[src/rtl/vu_pwm_monitor.sv]
// Receive-side decoder for a VU meter PWM line: measures duty and period in
// CLK_DIV-cycle ticks and flags lines stuck high or low.
module vu_pwm_monitor #(
  parameter int CLK_DIV       = 64,
  parameter int FRAME_TICKS   = 128,
  parameter int TIMEOUT_TICKS = 256
) (
  input  logic       clk,
  input  logic       reset,
  input  logic       enable,
  input  logic       pwm_in,
  output logic [6:0] duty_out,
  output logic [8:0] period_out,
  output logic       duty_valid,
  output logic       stuck_high,
  output logic       stuck_low
);

  localparam int               DW       = $clog2(CLK_DIV);
  localparam logic [DW-1:0]    DIV_MAX  = DW'(CLK_DIV - 1);
  localparam logic [8:0]       TMO      = 9'(TIMEOUT_TICKS);
  localparam logic [8:0]       HIGH_LIM = 9'(FRAME_TICKS - 1);
  localparam logic [6:0]       DUTY_MAX = 7'(FRAME_TICKS - 1);

  typedef enum logic [1:0] {IDLE, WAIT_RISE, MEASURE} state_t;

  state_t        state;
  logic          pwm_m, pwm_s, pwm_s_d;
  logic [DW-1:0] div;
  logic [8:0]    high_cnt, period_cnt;
  logic          tick, rise, timeout;

  assign tick    = (state != IDLE) && (div == DIV_MAX);
  assign rise    = pwm_s & ~pwm_s_d;
  assign timeout = (period_cnt >= TMO);

  function automatic logic [8:0] sat_inc(input logic [8:0] v);
    return (&v) ? v : v + 9'd1;
  endfunction

  always_ff @(posedge clk) begin
    if (reset || !enable) begin
      state      <= IDLE;
      pwm_m      <= 1'b0;
      pwm_s      <= 1'b0;
      pwm_s_d    <= 1'b0;
      div        <= '0;
      high_cnt   <= '0;
      period_cnt <= '0;
      duty_out   <= '0;
      period_out <= '0;
      duty_valid <= 1'b0;
      stuck_high <= 1'b0;
      stuck_low  <= 1'b0;
    end else begin
      pwm_m      <= pwm_in;
      pwm_s      <= pwm_m;
      pwm_s_d    <= pwm_s;
      duty_valid <= 1'b0;
      if (state != IDLE) div <= tick ? '0 : div + DW'(1);

      if (state == IDLE) begin
        state <= WAIT_RISE;
      end else if (rise) begin
        stuck_high <= 1'b0;
        stuck_low  <= 1'b0;
        state      <= MEASURE;
        if (state == MEASURE) begin
          duty_out   <= (high_cnt > HIGH_LIM) ? DUTY_MAX : high_cnt[6:0];
          period_out <= period_cnt;
          duty_valid <= 1'b1;
          // A tick coincident with the closing edge belongs to the new frame.
          high_cnt   <= {8'd0, tick};
          period_cnt <= {8'd0, tick};
        end else begin
          high_cnt   <= '0;
          period_cnt <= '0;
        end
      end else if (timeout) begin
        stuck_high <= pwm_s;
        stuck_low  <= ~pwm_s;
        duty_out   <= pwm_s ? DUTY_MAX : 7'd0;
        period_out <= '0;
        duty_valid <= 1'b1;
        high_cnt   <= '0;
        period_cnt <= '0;
        state      <= WAIT_RISE;
      end else if (tick) begin
        period_cnt <= sat_inc(period_cnt);
        if (pwm_s && state == MEASURE) high_cnt <= sat_inc(high_cnt);
      end
    end
  end

endmodule
[config.mk]
export PLATFORM = sky130hd
export DESIGN_NAME = vu_pwm_monitor
export DESIGN_NICKNAME = d
export VERILOG_FILES = /design/src/rtl/vu_pwm_monitor.sv
export SDC_FILE = /design/constraint.sdc
export NUM_CORES = 1
export LEC_CHECK = 0
export CORE_MARGIN = 10
export CORE_UTILIZATION = 53
export DETAILED_ROUTE_END_ITERATION = 8
export DONT_BUFFER_PORTS = 1
export GPL_TIMING_DRIVEN = 0
export PLACE_DENSITY = 0.7
export SYNTH_ARGS = -nofsm -noshare
export SYNTH_HDL_FRONTEND = slang
export SYNTH_SLANG_ARGS = --single-unit
[constraint.sdc]
create_clock -name clk -period 3.23 [get_ports clk]
set_clock_uncertainty 0.05 [all_clocks]
set_input_delay 0.323 -clock clk [delete_from_list [all_inputs] [get_ports clk]]
set_output_delay 0.323 -clock clk [all_outputs]
set_load 0.03 [all_outputs]
Yosys cells after proc, flatten, opt, wreduce, memory -nomap -nowiden
Index checks and enable logic that the tools add are counted.

Add/sub/neg operators: 3. Multiply operators: 0. Divide/modulo/power cells: 0. Order comparisons: 2. Eq/ne operators: 5. Shift operators: 0. Multiplexer cells: 29. Bitwise operators: 4. Reduce and logical (&&, ||, !) cells: 17.

Operators with widths (count): $mux 9 (12); $mux 7 (5); $add 9x1->9 const B (2); $reduce_and 9->1 (2); $ge 9x9->1 const B (1); $gt 9x7->1 const B (1); $mux 1 (9); $reduce_bool 3->1 (3); $add 6x1->6 const B (1); $eq 6x6->1 const B (1); $mux 6 (1); $ne 3x3->1 const B (2); $reduce_and 3->1 (2); $mux 2 (2); $reduce_and 4->1 (1); $reduce_bool 2->1 (2); $not 1->1 (3); $eq 2x2->1 const B (1); $logic_and 1x1->1 (2); $logic_not 2->1 (1); $ne 2x1->1 const B (1); $reduce_and 2->1 (1); $reduce_or 2->1 (1); $and 1x1->1 (1); other kinds (2) (2).

Bits in registers: 48. Bits in latches: 0. Memory bits (writable): 0. Memory bits (read-only): 0. Bits of input ports: 4. Memories kept: 0.

Longest topological paths before layout
Depth in word-level cells: 6. Depth in mapped cells: 9.

Worst setup path before layout
Ideal clock, no wire load.

Path kind: register to register. Start point: register high_cnt[0]. End point: register high_cnt[5]. Library setup time: 0.071 ns. Arrival time: 2.208 ns. Required time: 3.109 ns. Slack: 0.901 ns. Stages on the path, launching flop included: 10. Clock period less this slack: 2.329 ns. Cells stage by stage: dfxtp_1 -> ha_1 -> nand2_1 -> nor2_1 -> and3_1 -> ha_1 -> nand4bb_4 -> or4_4 -> or3_1 -> a21oi_1.

Cells in the longest elaborated chain, start to end: 6. Elaborated cells on any way between the ends: 9. Classes of those cells: 1 x add/sub; 1 x eq/ne; 5 x mux; 2 x reduce/logical.

Ends and longest elaborated chain: start, declared (RTL line 30) `logic [8:0] high_cnt, period_cnt;`; start signal, assigned (RTL line 73) `high_cnt <= {8'd0, tick};`; start signal, assigned (RTL line 90) `if (pwm_s && state == MEASURE) high_cnt <= sat_inc(high_cnt);`; $add 9x1->9 (RTL line 38) `return (&v) ? v : v + 9'd1;`; $mux 9 (RTL line 38); $mux 9 (RTL line 90); $mux 9 (RTL line 88) `end else if (tick) begin`; $mux 9 (RTL line 79) `end else if (timeout) begin`; $mux 9 (RTL line 64) `end else if (rise) begin`.

Several ways; a longest one is shown, not always the timed one. The select of a mux whose other input is x is not followed. A chain may end at the register's enable or synchronous reset.

Worst setup path after layout
Start point: register high_cnt[0]. End point: register high_cnt[7].

Same word-level chain as after synthesis.

==> impl_metrics.tcl <==
set metrics [dict create \
    finalSetupViolCount 0 \
    fin_nets 278 \
    crit_path_end_kind "flip-flop" \
    portBuffers 0 \
    tns_ps 0 \
    die_area_um2 7180 \
    min_path_type "in2reg" \
    ctsHoldBuffers 0 \
    p_switching_w 0.000230 \
    vias 1894 \
    dr.pass1.iters 4 \
    syn_avg_cell_area_um2 8.51 \
    vdd_drop_max_mv 0.205 \
    place_congestion 0.839 \
    synth_area_um2 2220 \
    synth-seq-cells 48 \
    pwr-share-seq_pct 59.2 \
    finalCritPeriodShare_pct 79.2 \
    synth_area_leaders "dfxtp_1 (43%), a21oi_1 (7.4%), nand3_1 (6.8%)" \
    finalHoldViolCount 0 \
    ys_seq_area_share_pct 43.2 \
    diodes 0 \
    cts_resized 0 \
    grt_pass1_vias 1790 \
    syn_inst 261 \
    clock_latency_ps 300 \
    yosys.area.top_type "dfxtp_1" \
    crit_arrival_ps 2740 \
    syn_to_final_growth_pct 7.21 \
    drt_iter0_drc 162 \
    cts_max_level 2 \
    critPathKind "reg2reg" \
    hold_slack_ps 85.4 \
    grt_max_degree 16 \
    swShare_pct 22.9 \
    p_int_w 0.000775 \
    synthFlopType "dfxtp_1" \
    outcome "finished, final reports clean" \
    cts_root_buffer "clkbuf_8" \
    worstPathRequired_ps 3410 \
    synth_cell_types 42 \
    drtAntennaViolNets 0 \
    cts_sinks 48 \
    synth_edf_count 0 \
    dp_hpwl_um 3810 \
    grt-ovfl-total 0 \
    clockPowerShare_pct 37.7 \
    post_drt_wl_per_cell_um 16.2 \
    antenna_found_initial 0 \
    clkTransAtPathRegs_ps 90 \
    async_flop_share_pct 0 \
    slew_headroom_pct 58.1 \
    yosysWarnings 0 \
    row_count 23 \
    layout_min_cycle_time_ps 2560 \
    core_um2 4030 \
    tritoncts.num_buffers 5 \
    p_leak_nw 0.723 \
    crit_fanout 5 \
    start_util_pct 55.2 \
    drc 0 \
    io_pins 23 \
    grt.total_usage_pct 14.7 \
    die-height_um 84.8 \
    yosysMostFrequentCell "dfxtp_1" \
    routed_via_density 5.94 \
    drive_gt1_share_pct 6.32 \
    worst_pin_slew_ps 626 \
    dieWidth_um 84.8 \
    cts_buffer_depth 2 \
    yosys-top-cells-count "dfxtp_1 (48), a21oi_1 (33), nand2_1 (31)" \
    combPwrFrac_pct 3.1 \
    synth_nets 271 \
    power_density_nw_per_um2 422 \
    wirelength_um 5170 \
    cap_viol_max_count 0 \
    grt_pass1_wl_um 8920 \
    cts_tree "done" \
    synth_top_area_share_pct 43.2 \
    timing.fmax_mhz 391 \
    rsz0062_at_grt "no" \
    slew_viol_final 0 \
    start_kind "flip-flop" \
    cts_setup_buffers 0 \
]
worst paths after layout:
| kind | startpoint | endpoint | slack (ps) | cells after the start |
|---|---|---|---|---|
| worst max-delay path | high_cnt[0] | high_cnt[7] | 670 | 9 |
| worst max register to register | high_cnt[0] | high_cnt[7] | 670 | 9 |
| worst min register to register | pwm_m | pwm_s | 390 | 1 |
| worst min-delay path | pwm_in | pwm_m | 90 | 1 |
critical path, stage by stage (launching register included):
cell,delay (ps)
dfxtp_1,370
ha_1,250
nand2_1,70
nor2_1,60
and3_1,180
ha_1,200
nand4bb_4,260
or4_4,570
or3_1,320
a21oi_1,150
stage by stage:
stage | instances | worst slack, ps | cell area [um^2] | util [%] | total power [W]
4_1_cts | 319 | 665 | 2380 | 59.1 | 0.00101
5_1_grt | 319 | 528 | 2380 | 59.1 | 0.00104
2_1_floorplan | 261 | 901 | 2220 | - | 0.000631
3_5_place_dp | 311 | 678 | 2280 | 56.7 | 0.000640
3_3_place_gp | 311 | 737 | 2280 | 56.7 | 0.000640
6_report | 319 | 673 | 2380 | 59.1 | 0.00100
kinds of logic (layout without fill, tap and decap cells):
| group | count (synthesis) | count (layout) | share of synthesized area (%) |
|---|---|---|---|
| AO/OA/AOI/OAI | 62 | 62 | 17.6 |
| multiplexers | 6 | 6 | 2.70 |
| buffers and inverters | 21 | 29 | 3.77 |
| adder cells (fa/ha/maj) | 6 | 6 | 3.38 |
| AND/OR/NAND/NOR | 112 | 112 | 27.0 |
| flip-flops | 48 | 48 | 43.2 |
| XOR/XNOR | 6 | 6 | 2.36 |
layout make-up:
type	count	area [um^2]
multi-input combinational	192	1180
buffer	17	68.8
clock buffer	6	82.6
tap	50	62.6
fill	379	1650
clock inverter	2	15.0
sequential	48	961
inverter	4	15.0
layout by cell type, fill, tap and decap left out, drive strengths merged:
master / netlist / layout
nand3b: 7 / 7
buf: 4 / 4
xnor2: 1 / 1
and3: 2 / 2
o211ai: 11 / 11
nand4b: 2 / 2
o2111ai: 1 / 1
nand2: 31 / 31
and4: 1 / 1
and2: 4 / 4
clkbuf: 13 / 19
o21a: 1 / 1
nor3: 4 / 4
or2: 1 / 1
or4: 1 / 1
a211oi: 2 / 2
o21ai: 7 / 7
nor2b: 3 / 3
xor2: 5 / 5
nand4: 3 / 3
ha: 6 / 6
nor4: 2 / 2
mux2i: 6 / 6
nand4bb: 1 / 1
a21boi: 1 / 1
a311oi: 1 / 1
dfxtp: 48 / 48
a221oi: 1 / 1
nor2: 11 / 11
nand3: 30 / 30
inv: 4 / 4
a21oi: 33 / 33
a21o: 1 / 1
a31oi: 1 / 1
o211a: 2 / 2
or3: 6 / 6
clkinvlp: 0 / 2
nand2b: 2 / 2
nor4bb: 1 / 1
power groups by stage:
| stage | Sequential, W | Clock (W) | Combinational, W |
|---|---|---|---|
| 2_1_floorplan | 0.000608 | 0 | 0.0000231 |
| 3_3_place_gp | 0.000609 | 0 | 0.0000312 |
| 3_5_place_dp | 0.000609 | 0 | 0.0000315 |
| 4_1_cts | 0.000595 | 0.000388 | 0.0000315 |
| 5_1_grt | 0.000595 | 0.000414 | 0.0000348 |
| 6_report | 0.000595 | 0.000379 | 0.0000313 |
registers in the layout, indices dropped and copies added, names as in the netlist:
register	flops
stuck_low	1
state	2
duty_valid	1
div	6
pwm_m	1
duty_out	7
pwm_s	1
period_out	9
pwm_s_d	1
stuck_high	1
high_cnt	9
period_cnt	9
layer usage:
metal  global-route usage [%]  share of wire (%)
met5                        0                  0
met4                     5.24                1.4
met3                     4.25                8.8
met2                     22.2                 45
met1                     19.5                 45
Note: power is estimated with default switching activity, not from simulation.
